**config.mk**
```make
export PLATFORM = sky130hd
export DESIGN_NAME = mem_ctrl_flat
export DESIGN_NICKNAME = d
export VERILOG_FILES = /design/src/rtl/mem_ctrl_pkg.sv /design/src/rtl/mem_ctrl_if.sv /design/src/rtl/mem_ctrl_arb.sv /design/src/rtl/mem_ctrl.sv /design/src/flat_wrapper.sv
export SDC_FILE = /design/constraint.sdc
export NUM_CORES = 1
export LEC_CHECK = 0
export ABC_AREA = 1
export BUFFER_PORTS_ARGS = -buffer_cell sky130_fd_sc_hd__buf_2
export CELL_PAD_IN_SITES_DETAIL_PLACEMENT = 0
export CELL_PAD_IN_SITES_GLOBAL_PLACEMENT = 1
export CORE_UTILIZATION = 35
export CTS_CLUSTER_DIAMETER = 120
export CTS_CLUSTER_SIZE = 10
export DETAILED_ROUTE_END_ITERATION = 10
export GPL_TIMING_DRIVEN = 1
export PLACE_DENSITY = 0.75
export SLEW_MARGIN = 20
export SYNTH_ARGS = -nofsm -noshare
export SYNTH_HDL_FRONTEND = slang
export SYNTH_HIERARCHICAL = 1
export SYNTH_SLANG_ARGS = --single-unit
```
**constraint.sdc**
```tcl
create_clock -name clk -period 7.9 [get_ports clk]
set_input_delay 1.58 -clock clk [delete_from_list [all_inputs] [get_ports clk]]
set_output_delay 1.58 -clock clk [all_outputs]
set_load 0.05 [all_outputs]
```
**src/rtl/mem_ctrl_pkg.sv**
```systemverilog
// mem_ctrl_pkg: shared state encodings, length codes, constants and
// byte-lane helpers for the byte-serial memory controller.
package mem_ctrl_pkg;

    // Controller states
    typedef enum logic [1:0] {
        MC_IDLE   = 2'd0,
        MC_IF_RD  = 2'd1,
        MC_MEM_RD = 2'd2,
        MC_MEM_WR = 2'd3
    } mc_state_e;

    // MEM access length codes (2'b11 is treated as a word as well)
    localparam logic [1:0] MC_LEN_B = 2'b00;
    localparam logic [1:0] MC_LEN_H = 2'b01;
    localparam logic [1:0] MC_LEN_W = 2'b10;

    // Existing codebase constants
    localparam logic [31:0] ZeroWord     = 32'h0000_0000;
    localparam logic [7:0]  Zero8        = 8'h00;
    localparam logic        WriteEnable  = 1'b1;
    localparam logic        WriteDisable = 1'b0;

    // Number of RAM byte cycles for a MEM length code
    function automatic logic [2:0] mc_len_bytes(input logic [1:0] len);
        logic [2:0] n;
        case (len)
            MC_LEN_B: n = 3'd1;
            MC_LEN_H: n = 3'd2;
            MC_LEN_W: n = 3'd4;
            default:  n = 3'd4;
        endcase
        return n;
    endfunction

    // Extract little-endian byte lane idx of a word
    function automatic logic [7:0] mc_get_byte(input logic [31:0] word, input logic [1:0] idx);
        logic [7:0] b;
        case (idx)
            2'd0:    b = word[7:0];
            2'd1:    b = word[15:8];
            2'd2:    b = word[23:16];
            2'd3:    b = word[31:24];
            default: b = Zero8;
        endcase
        return b;
    endfunction

    // Replace little-endian byte lane idx of a word
    function automatic logic [31:0] mc_put_byte(input logic [31:0] word, input logic [1:0] idx,
                                                input logic [7:0] b);
        logic [31:0] w;
        w = word;
        case (idx)
            2'd0:    w[7:0]   = b;
            2'd1:    w[15:8]  = b;
            2'd2:    w[23:16] = b;
            2'd3:    w[31:24] = b;
            default: w = word;
        endcase
        return w;
    endfunction

endpackage

```
**src/rtl/mem_ctrl_if.sv**
```systemverilog
// mem_ctrl_if: IF/MEM request-response signals plus the byte-wide RAM pins.
// if_flush_i exists only when MEM_CTRL_IF_ABORT_EN is defined.
interface mem_ctrl_if;

    // Instruction fetch side
    logic        if_req_i;
    logic [31:0] if_addr_i;
    logic        if_done_o;
    logic [31:0] if_data_o;
`ifdef MEM_CTRL_IF_ABORT_EN
    logic        if_flush_i;
`endif

    // MEM stage side
    logic        mem_req_i;
    logic        mem_wr_i;
    logic [1:0]  mem_len_i;
    logic [31:0] mem_addr_i;
    logic [31:0] mem_wdata_i;
    logic        mem_done_o;
    logic [31:0] mem_rdata_o;

    // RAM pins
    logic [7:0]  ram_din_i;
    logic [31:0] ram_a_o;
    logic        ram_wr_o;
    logic [7:0]  ram_dout_o;

`ifdef MEM_CTRL_IF_ABORT_EN
    // Requesters and RAM model
    modport master (
        output if_req_i, if_addr_i, if_flush_i,
        output mem_req_i, mem_wr_i, mem_len_i, mem_addr_i, mem_wdata_i,
        output ram_din_i,
        input  if_done_o, if_data_o, mem_done_o, mem_rdata_o,
        input  ram_a_o, ram_wr_o, ram_dout_o
    );

    // Controller
    modport slave (
        input  if_req_i, if_addr_i, if_flush_i,
        input  mem_req_i, mem_wr_i, mem_len_i, mem_addr_i, mem_wdata_i,
        input  ram_din_i,
        output if_done_o, if_data_o, mem_done_o, mem_rdata_o,
        output ram_a_o, ram_wr_o, ram_dout_o
    );
`else
    // Requesters and RAM model
    modport master (
        output if_req_i, if_addr_i,
        output mem_req_i, mem_wr_i, mem_len_i, mem_addr_i, mem_wdata_i,
        output ram_din_i,
        input  if_done_o, if_data_o, mem_done_o, mem_rdata_o,
        input  ram_a_o, ram_wr_o, ram_dout_o
    );

    // Controller
    modport slave (
        input  if_req_i, if_addr_i,
        input  mem_req_i, mem_wr_i, mem_len_i, mem_addr_i, mem_wdata_i,
        input  ram_din_i,
        output if_done_o, if_data_o, mem_done_o, mem_rdata_o,
        output ram_a_o, ram_wr_o, ram_dout_o
    );
`endif

endinterface

```
**src/rtl/mem_ctrl_arb.sv**
```systemverilog
// mem_ctrl_arb: combinational fixed-priority select between MEM and IF.
// MEM always wins; IF is masked by flush; nothing is granted outside IDLE
// or during the done/turnaround cycle.
module mem_ctrl_arb (
    input  logic idle,
    input  logic turnaround,
    input  logic if_req,
    input  logic mem_req,
    input  logic if_flush,
    output logic grant_if,
    output logic grant_mem
);

    // Priority select: MEM first, then an unflushed IF request
    always_comb begin
        grant_if  = 1'b0;
        grant_mem = 1'b0;
        if (idle && !turnaround) begin
            if (mem_req) begin
                grant_mem = 1'b1;
            end else if (if_req && !if_flush) begin
                grant_if = 1'b1;
            end else begin
                grant_if  = 1'b0;
                grant_mem = 1'b0;
            end
        end else begin
            grant_if  = 1'b0;
            grant_mem = 1'b0;
        end
    end

endmodule

```
**src/rtl/mem_ctrl.sv**
```systemverilog
// mem_ctrl: shares one byte-wide synchronous RAM port between instruction
// fetch and the MEM stage. Each request becomes 1, 2 or 4 byte cycles;
// read bytes are assembled little-endian and a one-cycle done is returned.
// Optional fetch abort: define MEM_CTRL_IF_ABORT_EN to add if_flush_i.
module mem_ctrl
    import mem_ctrl_pkg::*;
(
    input  logic      clk,
    input  logic      rst,
    mem_ctrl_if.slave bus
);

    mc_state_e   state_r;
    logic [2:0]  cnt_r;
    logic [2:0]  len_r;
    logic [31:0] wdata_r;
    logic [31:0] rbuf_r;
    logic [31:0] ram_a_r;
    logic        ram_wr_r;
    logic [7:0]  ram_dout_r;
    logic        if_done_r;
    logic        mem_done_r;
    logic [31:0] if_data_r;
    logic [31:0] mem_rdata_r;

    logic        flush_s;
    logic        idle_s;
    logic        turnaround_s;
    logic        grant_if_s;
    logic        grant_mem_s;
    logic [2:0]  cnt_inc_s;
    logic [1:0]  cap_idx_s;
    logic        rd_issue_s;
    logic        rd_last_s;
    logic        wr_last_s;
    logic [31:0] rd_merge_s;

`ifdef MEM_CTRL_IF_ABORT_EN
    assign flush_s = bus.if_flush_i;
`else
    assign flush_s = 1'b0;
`endif

    assign idle_s       = (state_r == MC_IDLE);
    assign turnaround_s = if_done_r | mem_done_r;

    mem_ctrl_arb u_arb (
        .idle       (idle_s),
        .turnaround (turnaround_s),
        .if_req     (bus.if_req_i),
        .mem_req    (bus.mem_req_i),
        .if_flush   (flush_s),
        .grant_if   (grant_if_s),
        .grant_mem  (grant_mem_s)
    );

    // Byte bookkeeping: cnt_r counts edges since the grant edge minus one.
    // On a read, byte (cnt_r-1) arrives on ram_din_i and the transfer ends
    // when cnt_r reaches the length; on a write it ends when cnt_r+1 does.
    always_comb begin
        cnt_inc_s  = cnt_r + 3'd1;
        cap_idx_s  = cnt_r[1:0] - 2'd1;
        rd_issue_s = (cnt_inc_s < len_r);
        rd_last_s  = (cnt_r == len_r);
        wr_last_s  = (cnt_inc_s == len_r);
        rd_merge_s = mc_put_byte(rbuf_r, cap_idx_s, bus.ram_din_i);
    end

    // Main controller FSM with all outputs registered
    always_ff @(posedge clk or posedge rst) begin
        if (rst) begin
            state_r     <= MC_IDLE;
            cnt_r       <= 3'd0;
            len_r       <= 3'd0;
            wdata_r     <= ZeroWord;
            rbuf_r      <= ZeroWord;
            ram_a_r     <= ZeroWord;
            ram_wr_r    <= WriteDisable;
            ram_dout_r  <= Zero8;
            if_done_r   <= 1'b0;
            mem_done_r  <= 1'b0;
            if_data_r   <= ZeroWord;
            mem_rdata_r <= ZeroWord;
        end else begin
            if_done_r  <= 1'b0;
            mem_done_r <= 1'b0;
            case (state_r)
                MC_IDLE: begin
                    cnt_r      <= 3'd0;
                    ram_a_r    <= ZeroWord;
                    ram_wr_r   <= WriteDisable;
                    ram_dout_r <= Zero8;
                    if (grant_mem_s) begin
                        len_r   <= mc_len_bytes(bus.mem_len_i);
                        wdata_r <= bus.mem_wdata_i;
                        rbuf_r  <= ZeroWord;
                        ram_a_r <= bus.mem_addr_i;
                        if (bus.mem_wr_i) begin
                            state_r    <= MC_MEM_WR;
                            ram_wr_r   <= WriteEnable;
                            ram_dout_r <= bus.mem_wdata_i[7:0];
                        end else begin
                            state_r <= MC_MEM_RD;
                        end
                    end else if (grant_if_s) begin
                        len_r   <= 3'd4;
                        rbuf_r  <= ZeroWord;
                        ram_a_r <= bus.if_addr_i;
                        state_r <= MC_IF_RD;
                    end else begin
                        state_r <= MC_IDLE;
                    end
                end

                MC_IF_RD, MC_MEM_RD: begin
                    if ((state_r == MC_IF_RD) && flush_s) begin
                        // Aborted fetch: no done, fetched data left untouched
                        state_r <= MC_IDLE;
                        cnt_r   <= 3'd0;
                        ram_a_r <= ZeroWord;
                    end else if (rd_last_s) begin
                        state_r <= MC_IDLE;
                        cnt_r   <= 3'd0;
                        ram_a_r <= ZeroWord;
                        if (state_r == MC_IF_RD) begin
                            if_data_r <= rd_merge_s;
                            if_done_r <= 1'b1;
                        end else begin
                            mem_rdata_r <= rd_merge_s;
                            mem_done_r  <= 1'b1;
                        end
                    end else begin
                        cnt_r <= cnt_inc_s;
                        if (cnt_r != 3'd0) begin
                            rbuf_r <= rd_merge_s;
                        end else begin
                            rbuf_r <= rbuf_r;
                        end
                        if (rd_issue_s) begin
                            ram_a_r <= ram_a_r + 32'd1;
                        end else begin
                            ram_a_r <= ram_a_r;
                        end
                    end
                end

                MC_MEM_WR: begin
                    if (wr_last_s) begin
                        state_r    <= MC_IDLE;
                        cnt_r      <= 3'd0;
                        ram_a_r    <= ZeroWord;
                        ram_wr_r   <= WriteDisable;
                        ram_dout_r <= Zero8;
                        mem_done_r <= 1'b1;
                    end else begin
                        cnt_r      <= cnt_inc_s;
                        ram_a_r    <= ram_a_r + 32'd1;
                        ram_wr_r   <= WriteEnable;
                        ram_dout_r <= mc_get_byte(wdata_r, cnt_inc_s[1:0]);
                    end
                end

                default: begin
                    state_r    <= MC_IDLE;
                    cnt_r      <= 3'd0;
                    ram_a_r    <= ZeroWord;
                    ram_wr_r   <= WriteDisable;
                    ram_dout_r <= Zero8;
                end
            endcase
        end
    end

    assign bus.ram_a_o     = ram_a_r;
    assign bus.ram_wr_o    = ram_wr_r;
    assign bus.ram_dout_o  = ram_dout_r;
    assign bus.if_done_o   = if_done_r;
    assign bus.if_data_o   = if_data_r;
    assign bus.mem_done_o  = mem_done_r;
    assign bus.mem_rdata_o = mem_rdata_r;

endmodule
```
**src/flat_wrapper.sv**
```systemverilog
// flat-port wrapper written by rule: the top's interface ports become plain ports
module mem_ctrl_flat import mem_ctrl_pkg::*;
  (clk, rst, bus_if_req_i, bus_if_addr_i, bus_mem_req_i, bus_mem_wr_i, bus_mem_len_i, bus_mem_addr_i, bus_mem_wdata_i, bus_ram_din_i, bus_if_done_o, bus_if_data_o, bus_mem_done_o, bus_mem_rdata_o, bus_ram_a_o, bus_ram_wr_o, bus_ram_dout_o);
  mem_ctrl_if bus_i ();
  input  logic clk;
  input  logic rst;
  input wire logic [$bits(bus_i.if_req_i)-1:0] bus_if_req_i;
  input wire logic [$bits(bus_i.if_addr_i)-1:0] bus_if_addr_i;
  input wire logic [$bits(bus_i.mem_req_i)-1:0] bus_mem_req_i;
  input wire logic [$bits(bus_i.mem_wr_i)-1:0] bus_mem_wr_i;
  input wire logic [$bits(bus_i.mem_len_i)-1:0] bus_mem_len_i;
  input wire logic [$bits(bus_i.mem_addr_i)-1:0] bus_mem_addr_i;
  input wire logic [$bits(bus_i.mem_wdata_i)-1:0] bus_mem_wdata_i;
  input wire logic [$bits(bus_i.ram_din_i)-1:0] bus_ram_din_i;
  output wire logic [$bits(bus_i.if_done_o)-1:0] bus_if_done_o;
  output wire logic [$bits(bus_i.if_data_o)-1:0] bus_if_data_o;
  output wire logic [$bits(bus_i.mem_done_o)-1:0] bus_mem_done_o;
  output wire logic [$bits(bus_i.mem_rdata_o)-1:0] bus_mem_rdata_o;
  output wire logic [$bits(bus_i.ram_a_o)-1:0] bus_ram_a_o;
  output wire logic [$bits(bus_i.ram_wr_o)-1:0] bus_ram_wr_o;
  output wire logic [$bits(bus_i.ram_dout_o)-1:0] bus_ram_dout_o;
  assign bus_i.if_req_i = bus_if_req_i;
  assign bus_i.if_addr_i = bus_if_addr_i;
  assign bus_i.mem_req_i = bus_mem_req_i;
  assign bus_i.mem_wr_i = bus_mem_wr_i;
  assign bus_i.mem_len_i = bus_mem_len_i;
  assign bus_i.mem_addr_i = bus_mem_addr_i;
  assign bus_i.mem_wdata_i = bus_mem_wdata_i;
  assign bus_i.ram_din_i = bus_ram_din_i;
  assign bus_if_done_o = bus_i.if_done_o;
  assign bus_if_data_o = bus_i.if_data_o;
  assign bus_mem_done_o = bus_i.mem_done_o;
  assign bus_mem_rdata_o = bus_i.mem_rdata_o;
  assign bus_ram_a_o = bus_i.ram_a_o;
  assign bus_ram_wr_o = bus_i.ram_wr_o;
  assign bus_ram_dout_o = bus_i.ram_dout_o;
  mem_ctrl u_core (.clk(clk), .rst(rst), .bus(bus_i));
endmodule
```
==> impl_metrics.toml, run 1 <==
[outcome]
outcome = "complete, no violations"

[sta]
setup_viol = 0
setup_tns_ps = 0
hold_viol = 0
skew_ps = 15.32
grt_setup_unrepaired = "no"
fmax_mhz = 285.3
slew_violations = 0
finalCriticalPeriod_ps = 3506
tightest_slew_ps = 971.3
post-route-period-util_pct = 44.38
slew_headroom_pct = 35.25

[global_routing]
grt_pass1_wl_um = 39860
grt_use_total_pct = 19.21
grt_pass1_vias = 7579
grt_max_degree = 65
antenna_found_initial = 3
grt.overflow.total = 0

[pwr]
power.leakage_nw = 5.525
powerDensity_nw_per_um2 = 418.6
ir_drop_v = 0.0002203

[final_layout]
fin_util_pct = 43.30
drive_above_1_share_pct = 23.00
fin_nets = 1463
layout_common_cells = "nand2_1, buf_2, dfrtp_1"
final_common_cell = "nand2_1"
syn2layout_area_growth_pct = 21.02

[worst_setup_path]
crit_fanout = 43
path_class = "in2reg"
slowest_stage = "clkinv_1"
startpoint_type = "primary input"
slowest_delay_ps = 530
worstPathArrival_ps = 3830
worstPathCellList = "buf_2 > inv_2 > nor2_1 > nand2_1 > buf_4 > clkinv_1 > buf_4 > a22oi_1 > nand2_1 > o21a_1"
required_ps = 8230
setup.worst_path.end_class = "register"

[routing]
drt_pass1_iterations = 5
drt-total-wl_um = 24740
remaining_drc_errors = 0
avgRoutedWirePerCell_um = 14.72
via_per_inst = 4.778
dr.first_iter.drc_count = 556
ant_nets = 0
vias = 8031

[cts]
cts_repair_resize_count = 0
htreeDepth = 4
clock-root-buffer = "clkbuf_16"
clkSlewWorstSetupHoldPaths_ps = 80
clk_latency_ps = 430
cts_max_path_buffers = 2
post_cts_buffers = 0
cts_tree = "yes"
cts_hold_buf = 0
cts.sinks = 179
numCtsBuffers = 17

[die]
start_util_pct = 35.78
fp-row-count = 58
core_sq_um = 25250
die_y_um = 162.7
io_pins = 218
dieArea_sq_um = 26460
die_w_um = 162.7

[synth]
synth_top_cell_by_area = "dfrtp_1"
syn_avg_cell_area_sq_um = 7.898
synth_area_leaders = "dfrtp_1, nand2_1, o21ai_0"
ys_ff_latch = 179
syn_inst = 1144
yosys.area.top_type_share_pct = 49.58
synth_nets = 1272
netlist_area_sq_um = 9035
ys_types = 38
ys.warnings.count = 6
seq_area_frac_synth_pct = 49.58

[placement]
hpwlAfterDp_um = 17480
place_congestion = 0.8485
port_buffers = 217

[run]
drv_cap = 0

[hold_path]
hp-class = "reg2reg"
## flip-flops by register name, indices dropped and copies added, names as in the netlist, 2 cells and up
register                count
u_core/bus.if_data_o       32
u_core/bus.mem_rdata_o     32
u_core/bus.ram_a_o         32
u_core/rbuf_r              32
u_core/wdata_r             32
u_core/bus.ram_dout_o       8
u_core/cnt_r                3
u_core/len_r                3
u_core/state_r              2
## Yosys cell counts
master    count
a211oi_1      1
a21boi_0      1
a21oi_1      35
a21oi_2       1
a22oi_1      32
a31oi_1       9
and2_1        1
buf_1         3
buf_2        17
buf_4         3
buf_6         6
clkbuf_1     23
conb_1        1
dfrtp_1     179
ha_1         17
inv_1        77
inv_2         6
nand2_1     382
nand2_2       5
nand3_1      12
nand3_2       3
nand3b_1      8
nand4_1       4
nor2_1      127
nor2_2        6
nor2_4        2
nor3_1        1
o21a_1        2
o21ai_0     120
o21ai_1      13
o21ai_2      23
o21bai_1      2
o22ai_1       2
o31ai_1       1
or2_1         2
or2_2         3
xnor2_1       6
xor2_1        8
## area by class of cell
| cell class | count | area, sq um |
|---|---|---|
| Inverter | 83 | 316.6 |
| Sequential cell | 179 | 4479 |
| Clock buffer | 17 | 425.4 |
| Fill cell | 2647 | 14320 |
| Timing Repair Buffer | 224 | 1139 |
| Clock inverter | 15 | 172.7 |
| Multi-Input combinational cell | 830 | 3981 |
| Tap cell | 330 | 412.9 |
| Antenna cell | 3 | 7.507 |
## cell families (layout without fill, tap and decap cells)
group	after synthesis	after routing	share of synthesized area [%]
AOI/OAI and AO/OA	242	242	15.63
xor gates and xnor gates	14	14	1.357
adders and majority gates	17	17	2.354
buffers and inverters	135	339	6.467
DFF	179	179	49.58
other	1	4	0.04151
and+or+nand+nor	556	556	24.57
## worst max-delay path, delay by kind of cell
family	cells	cell delay, ps
buf+inv	5	1530
compound gates	2	460
simple gates	3	240
## worst paths after layout
kind	slack, ps	depth (start not counted)	to	startpoint
setup reg to reg	4870	11	u_core/bus.ram_a_o[6]$_DFFE_PP0P_	u_core/state_r[0]$_DFFE_PP0P_
min in group asynchronous	1200	2	u_core/bus.mem_rdata_o[23]$_DFFE_PP0P_	rst
hold / removal	480	2	u_core/bus.mem_rdata_o[27]$_DFFE_PP0P_	u_core/bus.mem_rdata_o[27]$_DFFE_PP0P_
hold reg to reg	480	2	u_core/bus.mem_rdata_o[27]$_DFFE_PP0P_	u_core/bus.mem_rdata_o[27]$_DFFE_PP0P_
max in group asynchronous	5440	3	u_core/bus.ram_a_o[22]$_DFFE_PP0P_	rst
setup / recovery	4390	10	u_core/bus.ram_a_o[6]$_DFFE_PP0P_	bus_mem_req_i
## per-stage QoR
stage / setup WS, ps / total power [mW] / instance area (sq um) / hold slack (ps) / std cells
floorplan: 1461 / 3.217 / 9035 / 447.8 / 1144
global route: 4162 / 4.919 / 10930 / 500.4 / 1679
CTS: 4384 / 4.632 / 10920 / 481.1 / 1678
global placement: 3977 / 3.732 / 10320 / 460.3 / 1646
detailed placement: 3918 / 3.762 / 10330 / 462.6 / 1646
finish: 4394 / 4.578 / 10930 / 476.5 / 1681
## report_power, final
part	switching (mW)	internal (mW)	total, mW
registers	0.234	1.26	1.49
logic	1.66	0.569	2.23
clock network	0.421	0.430	0.851
## routing by layer
layer	vias up	GRT usage (%)	part of all wire (%)
met5	-	0	0
met4	0	5.480	1.2
met3	17	3.387	5.5
met2	217	29.56	45
met1	3745	27.57	48
li1	4052	-	-
(Power assumes the default switching activity.)
==> run 2, diff against run 1 <==
ABC_AREA = 0   (was 1)
PLACE_DENSITY = 0.73   (was 0.75)
clock period = 3.3 ns   (was 7.9 ns; I/O delays follow)
==> impl_metrics.toml, run 2 <==
[worst_setup_path]
crit_start = "u_core/cnt_r[0]$_DFF_PP0_"
path_class = "reg2reg"
required_ps = 3620
startpoint_type = "register"
crit_fanout = 16
worstPathArrival_ps = 3140
r2r-start = "u_core/cnt_r[0]$_DFF_PP0_"
setup.worst_path.end_class = "register"
worstRegToRegCells = 9
r2r-end = "u_core/bus.ram_a_o[24]$_DFFE_PP0P_"
ff2ff_setup_slack_ps = 480

[synth]
yosys.area.top_type_share_pct = 49.96
syn_avg_cell_area_sq_um = 9.620
post-synth-top-count-cell = "nand2_1"
synth_top_cell_by_area = "dfrtp_1"
ys_top_cells_by_count = "nand2_1, dfrtp_1, o21ai_0"
synth-edff-count = 0
synth_area_leaders = "dfrtp_1, nand2_1, a22o_1"
netlist_area_sq_um = 8966
ys_ff_latch = 179
async_reset_ff_share_pct = 100.0
ys_types = 50
ys.warnings.count = 6
syn_inst = 932
seq_area_frac_synth_pct = 49.96
ys.flop_type = "dfrtp_1"
synth_nets = 1060

[die]
die_w_um = 162.1
start_util_pct = 35.61
die_y_um = 162.1
dieArea_sq_um = 26260
fp-row-count = 58
io_pins = 218
core_sq_um = 25180

[routing]
vias = 7809
drt_pass1_iterations = 10
avgRoutedWirePerCell_um = 17.85
ant_nets = 0
remaining_drc_errors = 0
dr.first_iter.drc_count = 723
drt-total-wl_um = 26100
via_per_inst = 5.341

[sta]
fmax_mhz = 355.2
tightest_slew_ps = 1077
grt_setup_unrepaired = "no"
slew_violations = 0
post-route-period-util_pct = 85.31
setup_tns_ps = 0
slew_headroom_pct = 28.23
finalCriticalPeriod_ps = 2815
holdWs_ps = 316.4
skew_ps = 10.51
setup_viol = 0
hold_viol = 0

[global_routing]
grt.overflow.total = 0
antenna_found_initial = 2
grt_use_total_pct = 20.22
grt_pass1_vias = 7545
grt_pass1_wl_um = 41660
grt_max_degree = 93

[final_layout]
final_cells = 1462
layout_common_cells = "buf_2, nand2_1, dfrtp_1"
syn2layout_area_growth_pct = 22.76
filler_cell_count = 2531
final_common_cell = "buf_2"
finish.instance_area_sq_um = 11010
drive_above_1_share_pct = 25.97
n_antenna_cell = 0
fin_nets = 1247

[cts]
cts_hold_buf = 0
clk_latency_ps = 430
cts.sinks = 179
clock-root-buffer = "clkbuf_16"
cts_max_path_buffers = 2
clkSlewWorstSetupHoldPaths_ps = 70
numCtsBuffers = 17
post_cts_buffers = 0
cts_repair_resize_count = 0
cts_tree = "yes"
htreeDepth = 4

[pwr]
power_frac_clock_pct = 17.1
pwr-share-seq_pct = 32.8
p_switching_mw = 5.988
intPower_mw = 5.771
combPwrFrac_pct = 50.0
switching_share_pct = 50.92
power.leakage_nw = 5.288
powerDensity_nw_per_um2 = 1068
ir_drop_v = 0.0005603

[outcome]
outcome = "complete, no violations"

[placement]
port_buffers = 217
place_congestion = 0.8183
placed_area_sq_um = 10430
hpwlAfterDp_um = 18280
dp.cells = 1430

[run]
drv_cap = 0

[hold_path]
hp-class = "in2async"
-- run 2: cell types whose count changed in the layout (fill, tap and decap cells not counted), moves of 15 or more --
cell	change
mux2i_1	+34
inv_1	-40
o21ai_2	-23
o21ai_0	-30
a22o_1	+75
nand2_1	-189
nor2_1	-100
a222oi_1	+20
a22oi_1	-15
-- run 2: worst max path at each step --
stage                     slack (ps)                             endpoint
final                            480   u_core/bus.ram_a_o[24]$_DFFE_PP0P_
after global routing             340   u_core/bus.ram_a_o[24]$_DFFE_PP0P_
after CTS                        500   u_core/bus.ram_a_o[24]$_DFFE_PP0P_
after detailed placement         520   u_core/bus.ram_a_o[24]$_DFFE_PP0P_
after global placement           570    u_core/bus.ram_a_o[6]$_DFFE_PP0P_
after floorplan                  350  u_core/bus.if_data_o[0]$_DFFE_PP0P_
-- run 2: worst max-delay path: stages (launching register included) --
cell     delay (ps)
dfrtp_1         500
inv_1           150
ha_1            330
ha_1            320
nand3_1         100
nand2_1         130
a21o_1          610
buf_12          240
o21ai_0          90
a22o_1          250
-- run 2: per-stage QoR --
stage / utilization [%] / worst slack [ps] / power [mW]
3_3_place_gp: 41.43 / 572.8 / 9.745
5_1_grt: 43.71 / 345.0 / 12.51
4_1_cts: 43.71 / 501.6 / 11.88
3_5_place_dp: 41.43 / 519.8 / 9.825
6_report: 43.71 / 484.6 / 11.76
2_1_floorplan: - / 345.4 / 8.134
-- run 2: final cells by class --
cell class / instances / area (sq um) / area share, %
Clock inverter: 14 / 143.9 / 1.307
Timing Repair Buffer: 240 / 1309 / 11.89
Multi-Input combinational cell: 645 / 4094 / 37.19
Inverter: 36 / 138.9 / 1.262
Tap cell: 330 / 412.9 / 3.751
Sequential cell: 179 / 4479 / 40.70
Clock buffer: 18 / 429.2 / 3.899
-- run 2: kinds of logic (layout without fill, tap and decap cells) --
family,Yosys count,in the layout,share of synthesized area [%]
multiplexers,34,34,3.796
other,1,1,0.04182
AND/OR/NAND/NOR,301,301,15.00
XOR/XNOR,3,3,0.4605
buffers and inverters,108,308,4.717
flip-flops,179,179,49.96
AO/OA/AOI/OAI,289,289,23.65
adder cells (fa/ha/maj),17,17,2.372
-- run 2: layer usage --
layer	up-vias	global-route usage, %	part of all wire [%]
li1	3757	-	-
met1	3799	27.65	46
met2	225	32.34	48
met3	24	3.703	4.7
met4	4	6.389	1.3
met5	-	0	0.096
-- run 2: power groups by stage --
stage	registers, mW	logic (mW)	clock network, mW
5_1_grt	3.99	6.34	2.17
3_5_place_dp	3.91	5.92	0
4_1_cts	3.87	5.93	2.08
3_3_place_gp	3.88	5.86	0
6_report	3.86	5.89	2.02
2_1_floorplan	5.82	2.31	0
==> run 3, diff against run 2 <==
PLACE_DENSITY = 0.74   (was 0.73)
==> impl_metrics.toml, run 3 (synthesis results as in run 2) <==
[placement]
place_congestion = 0.8066
hpwlAfterDp_um = 18500
placed_area_sq_um = 10460
pre_cts_slack_ps = 423.7
dp.cells = 1432
port_buffers = 217

[hold_path]
min_to = "u_core/wdata_r[8]$_DFFE_PP0P_"
holdPathStages = 3
hp-class = "in2reg"
min_from = "bus_mem_wdata_i[8]"

[pwr]
p_total_mw = 11.75
powerDensity_nw_per_um2 = 1064
ir_drop_v = 0.0006152
power.leakage_nw = 5.316

[global_routing]
grt_use_total_pct = 20.17
grt_pass1_vias = 7526
antenna_found_initial = 2
grt_pass1_wl_um = 41740
grt.overflow.total = 0
grt_max_degree = 61

[final_layout]
finish.instance_area_sq_um = 11040
final_common_cell = "buf_2"
filler_cell_count = 2502
syn2layout_area_growth_pct = 23.15
drive_above_1_share_pct = 26.19
fin_nets = 1249
layout_common_cells = "buf_2, nand2_1, dfrtp_1"
fin_util_pct = 43.85
final_cells = 1464
n_antenna_cell = 0

[worst_setup_path]
r2r-start = "u_core/state_r[0]$_DFFE_PP0P_"
r2r-end = "u_core/bus.ram_a_o[26]$_DFFE_PP0P_"
worstPathArrival_ps = 3200
startpoint_type = "register"
slowest_delay_ps = 830
ff2ff_setup_slack_ps = 430
worstPathCellList = "inv_1 > ha_1 > and3b_1 > and2_2 > a22oi_1 > o31a_1 > o22ai_1"
cp_num_buf_inv = 1
slowest_stage = "and2_2"
required_ps = 3630
worstRegToRegCells = 7
path_delay_family = "simple AND/OR/NAND/NOR gates"
crit_fanout = 41
setup.worst_path.end_class = "register"
path_class = "reg2reg"

[routing]
avgRoutedWirePerCell_um = 17.81
dr.first_iter.drc_count = 633
remaining_drc_errors = 0
ant_nets = 0
vias = 7917
via_per_inst = 5.408
drt-total-wl_um = 26080
drt_pass1_iterations = 7

[sta]
slew_headroom_pct = 36.05
fmax_mhz = 348.2
grt_setup_unrepaired = "no"
post-route-period-util_pct = 87.04
fin_ws_ps = 427.7
setup_tns_ps = 0
slew_violations = 0
tightest_slew_ps = 957.2
setup_viol = 0
finalCriticalPeriod_ps = 2872
hold_viol = 0
holdWs_ps = 421.7
skew_ps = 14.91

[die]
io_pins = 218
die_w_um = 162.1
core_sq_um = 25180
dieArea_sq_um = 26260
fp-row-count = 58
die_y_um = 162.1
start_util_pct = 35.61

[outcome]
outcome = "complete, no violations"

[cts]
cts_tree = "yes"
cts.sinks = 179
cts_repair_resize_count = 0
clock-root-buffer = "clkbuf_16"
clk_latency_ps = 430
cts_hold_buf = 0
htreeDepth = 4
numCtsBuffers = 17
cts_max_path_buffers = 2
clkSlewWorstSetupHoldPaths_ps = 70
post_cts_buffers = 0

[run]
drv_cap = 0
==> run 3: cell count changes in the layout (fill, tap and decap cells not counted) <==
cell / delta
clkbuf_1: -1
buf_4: +1
inv_6: +3
buf_12: +1
clkinvlp_4: -2
==> run 3: cell type report <==
type	instances	area (sq um)	area share [%]
clock buffers	17	425.4	3.853
clock inverters	15	155.1	1.405
inverters	36	138.9	1.258
multi-input cells	645	4094	37.08
flip-flops and latches	179	4479	40.57
well taps	330	412.9	3.739
repair buffers	242	1336	12.10
==> run 3: worst max-delay path by stage <==
stage | startpoint | cells after the start | slack [ps] | endpoint
finish | u_core/state_r[0]$_DFFE_PP0P_ | 7 | 430 | u_core/bus.ram_a_o[26]$_DFFE_PP0P_
global route | u_core/state_r[1]$_DFFE_PP0P_ | 7 | 190 | u_core/bus.ram_a_o[26]$_DFFE_PP0P_
CTS | u_core/state_r[0]$_DFFE_PP0P_ | 7 | 430 | u_core/bus.ram_a_o[26]$_DFFE_PP0P_
detailed placement | u_core/state_r[0]$_DFFE_PP0P_ | 7 | 420 | u_core/bus.ram_a_o[15]$_DFFE_PP0P_
global placement | u_core/state_r[0]$_DFFE_PP0P_ | 7 | 510 | u_core/wdata_r[16]$_DFFE_PP0P_
floorplan | rst | 1 | 350 | u_core/bus.if_data_o[0]$_DFFE_PP0P_
==> run 3: report_power, final <==
part	internal, mW	switching [mW]
Sequential	3.09	0.756
Combinational	1.60	4.27
Clock	1.08	0.969
Total	5.76	5.99
==> run 3: worst register-to-register path, cell delays in order, from the launching register on <==
cell     delay, ps
dfrtp_1        410
inv_1          100
ha_1           400
and3b_1        520
and2_2         840
a22oi_1        210
o31a_1         150
o22ai_1        150
==> run 3: metal layers <==
layer | vias to the layer above | share of wire, % | global-route usage, %
met5 | - | 0.088 | 0
met3 | 28 | 5.7 | 3.575
met4 | 4 | 1.3 | 6.218
met2 | 295 | 47 | 32.05
met1 | 3822 | 46 | 27.92
li1 | 3768 | - | -
